`config.mk`:
```
export PLATFORM = sky130hd
export DESIGN_NAME = seq_detect_ctrl
export DESIGN_NICKNAME = d
export VERILOG_FILES = /design/src/rtl/seq_detect_pkg.sv /design/src/rtl/seq_match_core.sv /design/src/rtl/seq_detect_ctrl.sv
export SDC_FILE = /design/constraint.sdc
export NUM_CORES = 1
export LEC_CHECK = 0
export BUFFER_PORTS_ARGS = -buffer_cell sky130_fd_sc_hd__buf_4
export CORE_AREA = 2 2 94 96
export CTS_CLUSTER_DIAMETER = 120
export DETAILED_ROUTE_END_ITERATION = 8
export DIE_AREA = 0 0 96 98
export SYNTH_ARGS = -nofsm -noshare
export SYNTH_HDL_FRONTEND = slang
export SYNTH_SLANG_ARGS = --single-unit
```
`constraint.sdc`:
```
create_clock -name clk -period 3.4 [get_ports clk]
set_clock_uncertainty 0.15 [all_clocks]
set_input_delay 0 -clock clk [delete_from_list [all_inputs] [get_ports clk]]
set_output_delay 0 -clock clk [all_outputs]
set_load 0.02 [all_outputs]
```
`src/rtl/seq_detect_pkg.sv`:
```
`default_nettype none
// ============================================================================
// Module   : seq_detect_pkg
// Purpose  : Shared state encoding and configuration defaults for the detector.
// Revision : 1.0 - initial release
// ============================================================================
package seq_detect_pkg;

  typedef enum logic [1:0] {
    IDLE = 2'd0,
    RUN  = 2'd1,
    DONE = 2'd2
  } state_e;

  localparam logic [15:0] c_DEF_PATTERN = 16'h0000;
  localparam int unsigned c_DEF_LEN     = 1;
  localparam logic        c_DEF_OVERLAP = 1'b1;

endpackage
`default_nettype wire

```
`src/rtl/seq_match_core.sv`:
```
`default_nettype none
// ============================================================================
// Module   : seq_match_core
// Purpose  : Shift history, fill tracking and Mealy pattern compare.
// Revision : 1.0 - initial release
// ============================================================================
module seq_match_core #(
  parameter int PAT_W = 8,
  parameter int LEN_W = 4
) (
  input  logic             clk,
  input  logic             rst,
  input  logic             din,
  input  logic             din_valid,
  input  logic             en,
  input  logic             clr,
  input  logic [LEN_W-1:0] len,
  input  logic [PAT_W-1:0] pattern,
  input  logic             overlap,
  output logic             y
);

  localparam int c_FILL_W = $clog2(PAT_W + 1);
  localparam logic [c_FILL_W-1:0] c_FILL_MAX = c_FILL_W'(PAT_W);
  localparam logic [c_FILL_W-1:0] c_FILL_ONE = c_FILL_W'(1);

  logic [PAT_W-2:0]    r_hist;
  logic [c_FILL_W-1:0] r_fill;
  logic [PAT_W-1:0]    w_cand;
  logic [PAT_W-1:0]    w_mask;
  logic                w_enough;

  assign w_cand = {r_hist, din};

  // Only the low len bits of the candidate window take part in the compare.
  always_comb begin
    w_mask = '0;
    for (int i = 0; i < PAT_W; i++) begin
      w_mask[i] = (i < int'(len));
    end
  end

  assign w_enough = (int'(r_fill) + 1) >= int'(len);
  assign y = en & din_valid & w_enough & (((w_cand ^ pattern) & w_mask) == '0);

  always_ff @(posedge clk or posedge rst) begin
    if (rst) begin
      r_hist <= '0;
      r_fill <= '0;
    end else if (clr) begin
      r_hist <= '0;
      r_fill <= '0;
    end else if (en && din_valid) begin
      r_hist <= w_cand[PAT_W-2:0];
      if (y && !overlap) begin
        r_fill <= '0;
      end else if (r_fill != c_FILL_MAX) begin
        r_fill <= r_fill + c_FILL_ONE;
      end
    end
  end

endmodule
`default_nettype wire

```
`src/rtl/seq_detect_ctrl.sv`:
```
`default_nettype none
// ============================================================================
// Module   : seq_detect_ctrl
// Purpose  : Configurable serial sequence-detection controller with match
//            counting, threshold interrupt and optional timeout
//            (SEQ_DETECT_CTRL_TIMEOUT_EN).
// Revision : 1.0 - initial release
// ============================================================================
module seq_detect_ctrl
  import seq_detect_pkg::*;
#(
  parameter int PAT_W = 8,
  parameter int LEN_W = 4,
  parameter int CNT_W = 8,
  parameter int TMO_W = 12
) (
  input  logic             clk,
  input  logic             rst,
  input  logic             cfg_we,
  input  logic [PAT_W-1:0] cfg_pattern,
  input  logic [LEN_W-1:0] cfg_len,
  input  logic             cfg_overlap,
  input  logic [CNT_W-1:0] cfg_thresh,
  input  logic             start,
  input  logic             stop,
  input  logic             din,
  input  logic             din_valid,
  output logic             y,
  output logic [CNT_W-1:0] match_cnt,
  output logic             irq,
  output logic             busy,
  output logic             err,
  output logic             timeout
);

  localparam logic [1:0] c_S_IDLE = IDLE;
  localparam logic [1:0] c_S_RUN  = RUN;
  localparam logic [1:0] c_S_DONE = DONE;
  localparam logic [CNT_W-1:0] c_CNT_ONE = CNT_W'(1);

  logic [1:0]       r_state;
  logic [PAT_W-1:0] r_pattern;
  logic [LEN_W-1:0] r_len;
  logic             r_overlap;
  logic [CNT_W-1:0] r_thresh;
  logic [CNT_W-1:0] r_cnt;
  logic             r_irq;
  logic             r_err;

  logic w_run;
  logic w_y;
  logic w_len_ok;
  logic w_start_ok;
  logic w_start_bad;
  logic w_thr_hit;
  logic w_tmo_hit;

  assign w_run       = (r_state == c_S_RUN);
  assign w_len_ok    = (r_len != '0) && (int'(r_len) <= PAT_W);
  assign w_start_ok  = start & ~stop & ~w_run & w_len_ok;
  assign w_start_bad = start & ~stop & ~w_run & ~w_len_ok;
  assign w_thr_hit   = w_y & (r_thresh != '0) & ((r_cnt + c_CNT_ONE) == r_thresh);

  seq_match_core #(
    .PAT_W (PAT_W),
    .LEN_W (LEN_W)
  ) u_core (
    .clk       (clk),
    .rst       (rst),
    .din       (din),
    .din_valid (din_valid),
    .en        (w_run),
    .clr       (w_start_ok),
    .len       (r_len),
    .pattern   (r_pattern),
    .overlap   (r_overlap),
    .y         (w_y)
  );

`ifdef SEQ_DETECT_CTRL_TIMEOUT_EN
  localparam logic [TMO_W-1:0] c_TMO_LAST = {{(TMO_W-1){1'b1}}, 1'b0};
  localparam logic [TMO_W-1:0] c_TMO_ONE  = TMO_W'(1);

  logic [TMO_W-1:0] r_tmo;
  logic             r_timeout;

  // Fires on the valid non-matching bit that brings the counter to all-ones.
  assign w_tmo_hit = w_run & din_valid & ~w_y & (r_tmo == c_TMO_LAST);

  always_ff @(posedge clk or posedge rst) begin
    if (rst) begin
      r_tmo     <= '0;
      r_timeout <= 1'b0;
    end else begin
      if (w_start_ok) begin
        r_tmo <= '0;
      end else if (w_run && din_valid) begin
        r_tmo <= w_y ? '0 : (r_tmo + c_TMO_ONE);
      end
      if (w_start_ok) begin
        r_timeout <= 1'b0;
      end else if (w_tmo_hit && !stop) begin
        r_timeout <= 1'b1;
      end
    end
  end

  assign timeout = r_timeout;
`else
  logic [TMO_W-1:0] w_tmo_unused;
  assign w_tmo_unused = '0;
  assign w_tmo_hit    = 1'b0;
  assign timeout      = 1'b0;
`endif

  always_ff @(posedge clk or posedge rst) begin
    if (rst) begin
      r_state   <= c_S_IDLE;
      r_pattern <= c_DEF_PATTERN[PAT_W-1:0];
      r_len     <= LEN_W'(c_DEF_LEN);
      r_overlap <= c_DEF_OVERLAP;
      r_thresh  <= '0;
      r_cnt     <= '0;
      r_irq     <= 1'b0;
      r_err     <= 1'b0;
    end else begin
      r_irq <= 1'b0;
      r_err <= w_start_bad;
      case (r_state)
        c_S_IDLE, c_S_DONE: begin
          if (stop) begin
            r_state <= c_S_IDLE;
          end else if (w_start_ok) begin
            r_state <= c_S_RUN;
          end
        end
        c_S_RUN: begin
          if (stop) begin
            r_state <= c_S_IDLE;
          end else if (w_thr_hit || w_tmo_hit) begin
            r_state <= c_S_DONE;
            r_irq   <= 1'b1;
          end
        end
        default: r_state <= c_S_IDLE;
      endcase
      if (w_start_ok) begin
        r_cnt <= '0;
      end else if (w_y && (r_cnt != '1)) begin
        r_cnt <= r_cnt + c_CNT_ONE;
      end
      if (cfg_we && !w_run) begin
        r_pattern <= cfg_pattern;
        r_len     <= cfg_len;
        r_overlap <= cfg_overlap;
        r_thresh  <= cfg_thresh;
      end
    end
  end

  assign y         = w_y;
  assign match_cnt = r_cnt;
  assign irq       = r_irq;
  assign busy      = w_run;
  assign err       = r_err;

endmodule
`default_nettype wire

```
### After elaboration in Yosys (flattened, before gate mapping)

Index checks and enable logic that the tools add are counted.

| word-level totals | value |
|---|---|
| output and inout port bits | 13 |
| input port bits | 28 |
| word-level logic and storage cells | 77 |
| bits in registers | 44 |

| cells by class | value |
|---|---|
| equal/unequal tests | 7 |
| $lt $le $gt $ge | 10 |
| add/subtract/negate cells | 3 |
| bitwise logic cells | 14 |
| mux-type cells | 16 |
| reduce and logical (&&, ||, !) cells | 17 |

Operators with widths:

| operator | count |
|---|---|
| >= comparator 32 x 5 -> 1 bit | 1 |
| < comparator 3 x 4 -> 1 bit, first input constant | 4 |
| 2-to-1 mux 4 bit | 4 |
| 2-to-1 mux 8 bit | 2 |
| 2-to-1 mux 7 bit | 2 |
| AND 1 bit | 9 |
| adder 8 x 1 -> 8 bit, second input constant | 1 |
| AND 8 bit | 1 |
| == test 8 bit | 1 |
| zero test 8 bit | 1 |
| < comparator 1 x 4 -> 1 bit, first input constant | 2 |
| < comparator 2 x 4 -> 1 bit, first input constant | 2 |
| 2-to-1 mux 2 bit | 4 |
| inequality test 8 bit, second input constant | 1 |
| nonzero test 8 bit | 1 |
| bitwise XOR 8 bit | 1 |
| adder 4 x 1 -> 5 bit, second input constant | 1 |
| logical AND 1 bit | 5 |
| adder 4 x 1 -> 4 bit, second input constant | 1 |
| less-or-equal comparator 4 bit, second input constant | 1 |
| inequality test 4 bit, second input constant | 1 |
| case mux 2 bit (2 select lines) | 1 |
| AND reduction 2 bit | 2 |
| nonzero test 2 bit | 2 |
| other kinds (11) | 16 |

### Logic depth before layout (Yosys ltp)

| logic depth | value |
|---|---|
| depth in word-level cells | 9 |
| depth in mapped cells | 9 |

### Modules after synthesis

Synthesis repeated with hierarchy kept, for this count alone.

| second synthesis, totals | value |
|---|---|
| cell total of the unflattened synthesis | 242 |
| area, all modules | 2541.2 µm² |

By module, submodules not included:

| module | area each (µm²) | cells an instance | instances | sequential area each (µm²) |
|---|---|---|---|---|
| seq_detect_ctrl | 1725.4 | 148 | 1 | 828.3 |
| seq_match_core | 815.8 | 94 | 1 | 275.3 |

### Worst setup path before layout

OpenSTA, ideal clock, no wires.

| path | value |
|---|---|
| path type | reg2reg |
| from | reg r_len[3] |
| to | reg r_cnt[4], in the netlist match_cnt[4] |
| cell stages (with the launch flop) | 8 |
| setup slack | 0.772 ns |
| path buffers | 1 |
| setup time | 0.124 ns |
| clock period less this slack | 2.628 ns |
| data arrival time | 2.354 ns |
| data required time | 3.126 ns |
| cells stage by stage | dfrtp_1 -> buf_6 -> or4_1 -> a222oi_1 -> o2111ai_1 -> nor2_2 -> a21oi_1 -> a211o_2 |

| on the way | value |
|---|---|
| word-level cells in the longest chain between the ends | 6 |
| elaborated cells on any way between the ends | 20 |
| those cells by class | 10 x order compare; 1 x mux; 4 x bitwise; 5 x reduce/logical |

RTL lines:

| element | line | source |
|---|---|---|
| start: declaration | seq_detect_ctrl.sv:43 | `logic [LEN_W-1:0] r_len;` |
| start signal: assignment | seq_detect_ctrl.sv:120 | `r_len <= LEN_W'(c_DEF_LEN);` |
| start signal: assignment | seq_detect_ctrl.sv:154 | `r_len <= cfg_len;` |
| branches (longest 3 deep; another with >= comparator 32 x 5 -> 1 bit) | n/a |  |
| AND 1 bit * | seq_match_core.sv:44 | `assign y = en & din_valid & w_enough & (((w_cand ^ pattern) & w_mask) == '0);` |
| via y | seq_detect_ctrl.sv:28 | `output logic y,` |
| logical AND 1 bit * | seq_detect_ctrl.sv:149 | `end else if (w_y && (r_cnt != '1)) begin` |
| nonzero test 2 bit (no line) * | n/a |  |
| end signal: assignment | seq_detect_ctrl.sv:150 | `r_cnt <= r_cnt + c_CNT_ONE;` |
| end: declaration | seq_detect_ctrl.sv:46 | `logic [CNT_W-1:0] r_cnt;` |

Mark *: on every way through the listed nets, which the timed path passes.
A chain may end at the register's enable or synchronous reset.

### Worst setup path in the final report

| path | value |
|---|---|
| from | reg r_len[3] |
| to | reg r_cnt[2], in the netlist match_cnt[2] |

| on the way | value |
|---|---|
| word-level cells in the longest chain between the ends | 6 |
| elaborated cells on any way between the ends | 20 |
| those cells by class | 10 x order compare; 1 x mux; 4 x bitwise; 5 x reduce/logical |

RTL lines:

| element |
|---|
| branches (longest 6 deep; another with >= comparator 32 x 5 -> 1 bit) |

Several ways; the timed one is not identified.

==> impl_metrics.toml <==
[outcome]
outcome = "finished, final reports clean"

[sta]
timing.final.crit_share_pct = 79.6
clock.fmax_ghz = 0.369
slew_headroom_pct = 41.1
tns_ps = 0
final.min_clock_period_ps = 2710
maxSlewViolCount = 0
finalSetupViolations = 0
hold_viol = 0
worst_pin_slew_ps = 882
rsz0062_at_grt = "false"

[synthesis]
netlist_instances = 228
avgSynthCellArea_um2 = 10.8
ys_seq_area_share_pct = 44.9
async_reset_ff_share_pct = 100
synth_nets = 263
netlist_area_um2 = 2460
synth_flop_cell = "dfrtp_1"
synth-edff-count = 0
ys_warn_count = 0
ys_types = 57
synth_seq_cells = 44

[setup_path]
cp_top_family = "simple AND/OR/NAND/NOR gates"
required_ps = 3490
critPathMaxFanout = 13
worst_r2r_startpoint = "r_len[3]$_DFFE_PP0P_"
path_buf_inv = 0
critPathArrivalTime_ps = 2800
path_cells = "or4_1 -> a222oi_1 -> o2111ai_1 -> or3b_4 -> nor3b_1 -> a211o_1"
reg2reg_slack_ps = 690
endpoint_kind = "flop"
start_kind = "flop"
cpMaxStageDelayCell = "or4_1"
worstSetupPathType = "flop to flop"
worstReg2RegEnd = "match_cnt[2]$_DFFE_PP0P_"
r2r_cells = 6
cp_slowest_stage_delay_ps = 540

[drt]
wl_per_cell_um = 13.6
drc = 0
wl_um = 5420
vias_per_cell = 4.79
ant_nets = 0
drt_iter0_drc = 60
drt_pass1_iterations = 4
vias = 1913

[die]
dieArea_um2 = 9410
die_w_um = 96
ioPinCount = 41
die_height_um = 98
rows = 34
start_util_pct = 29.0
core_area_um2 = 8470

[final_layout]
nFillCells = 839
stdcell_count = 399
nNetsFinal = 325
final_common_cell = "dfrtp_1"
mostFrequentLayoutCells = "42 x dfrtp_1, 41 x buf_4, 25 x dlygate4sd3_1"
syn_to_final_growth_pct = 30.8
antenna_cells = 0
fin_area_um2 = 3210
drive_gt1_share_pct = 27.5

[worst_hold_path]
hold_class = "input pin to flop"
hp-start = "din_valid"
holdPathStages = 5
hold_end = "u_core.r_hist[3]$_DFFE_PP0P_"

[clocking]
cts_tree = "built"
cts-root-buf = "clkbuf_8"
htreeDepth = 2
cts_inserted_buffers = 5
cts.repair.resized = 0
cts.sinks = 44
cts_setup_buffers = 0
clk_pin_slew_ps = 90
clkLatencyLatePin_ps = 300
cts_buffer_depth = 2

[placed_design]
gp_congestion = 0.843
post-dp-hpwl_um = 3990
dp_cells = 366
port_buffers = 39
placed_area_um2 = 2830

[global_route]
grt_max_degree = 24
grt_use_total_pct = 12.4
antenna_found_initial = 0
grt-ovfl-total = 0
grt_pass1_vias = 1907
grt_pass1_wl_um = 9110

[pwr]
leakagePower_nw = 1.47
p_per_area_nw_per_um2 = 441
power_mw = 1.42
vdd_drop_max_mv = 0.174

[run]
max-cap-violations = 0
==> how the worst max path moves through the flow <==
stage | from | to | cells after the start
final | r_len[3]$_DFFE_PP0P_ | match_cnt[2]$_DFFE_PP0P_ | 6
after global routing | r_len[3]$_DFFE_PP0P_ | match_cnt[2]$_DFFE_PP0P_ | 6
after CTS | r_len[3]$_DFFE_PP0P_ | match_cnt[2]$_DFFE_PP0P_ | 6
after detailed placement | r_len[3]$_DFFE_PP0P_ | match_cnt[2]$_DFFE_PP0P_ | 6
after global placement | r_len[3]$_DFFE_PP0P_ | match_cnt[2]$_DFFE_PP0P_ | 6
after floorplan | r_len[3]$_DFFE_PP0P_ | match_cnt[4]$_DFFE_PP0P_ | 7
==> what timing repair did <==
action / CTS / global route
endpoints found under the hold margin: 47 / 0
setup endpoints to repair: 0 / 0
hold buffers: 25 / 0
==> logic make-up after synthesis <==
kind of cell	Yosys count	share of synthesized area (%)
AO/OA/AOI/OAI	39	11.5
XOR/XNOR	20	7.13
other	1	0.153
buffers and inverters	22	4.48
multiplexers	28	12.5
adder cells (fa/ha/maj)	7	3.57
AND/OR/NAND/NOR	67	15.8
flip-flops	44	44.9
==> flip-flops by register name, summed over array words and instances (netlist names) <==
register / flops
err: 1
irq: 1
match_cnt: 8
r_len: 4
r_overlap: 1
r_pattern: 8
r_state: 2
r_thresh: 8
u_core.r_fill: 4
u_core.r_hist: 7
==> final cells by class <==
class | instances | area, um2 | area share (%)
well taps | 108 | 135 | 4.21
flip-flops and latches | 44 | 1100 | 34.3
multi-input cells | 162 | 1240 | 38.7
repair buffers | 66 | 558 | 17.4
clock buffers | 6 | 72.6 | 2.26
inverters | 11 | 41.3 | 1.29
clock inverters | 2 | 60.1 | 1.87
==> synthesized netlist by cell type (2+ instances only) <==
cell type | count | area, um2
dfrtp_1 | 42 | 1050
or4_1 | 2 | 15.0
xor2_1 | 12 | 105
buf_6 | 3 | 33.8
nor3_2 | 2 | 20.0
nand2_1 | 11 | 41.3
a21o_2 | 2 | 17.5
nand3_1 | 13 | 65.1
xnor2_1 | 8 | 70.1
mux2_2 | 21 | 236
nor3b_1 | 2 | 15.0
o21ai_0 | 5 | 25.0
ha_1 | 7 | 87.6
nor4b_1 | 3 | 26.3
a211o_1 | 2 | 17.5
inv_1 | 11 | 41.3
nor3_1 | 6 | 30.0
clkbuf_1 | 6 | 22.5
nand2b_1 | 2 | 12.5
dfstp_2 | 2 | 52.6
a21oi_1 | 9 | 45.0
o32ai_1 | 2 | 17.5
mux2i_1 | 7 | 70.1
nor2_1 | 10 | 37.5
a31oi_1 | 3 | 18.8
nand3b_1 | 4 | 30.0
==> metal layers <==
| layer | wire [um] | vias up | global-route usage, % |
|---|---|---|---|
| met5 | 0 | - | 0 |
| met4 | 72 | 0 | 4.51 |
| met3 | 181 | 5 | 2.85 |
| met2 | 2700 | 30 | 20.7 |
| met1 | 2460 | 928 | 15.5 |
| li1 | - | 950 | - |
==> metrics by stage <==
stage | setup slack (ps) | utilization, % | hold WS (ps)
after floorplan | 772 | - | -86.9
after detailed placement | 735 | 33.4 | 48.7
after CTS | 684 | 38.0 | 138
after global routing | 604 | 38.0 | 180
after global placement | 810 | 33.4 | 48.1
final | 692 | 38.0 | 140
==> report_power, final <==
group	switching, mW	internal (mW)
Clock	0.184	0.294
Combinational	0.134	0.161
Sequential	0.0630	0.581
==> worst min-delay path, cell delays in order <==
cell,delay (ps)
buf_4,80
nand3b_1,70
buf_4,200
mux2i_1,150
nor2_1,50
Note: power is estimated with default switching activity, not from simulation.
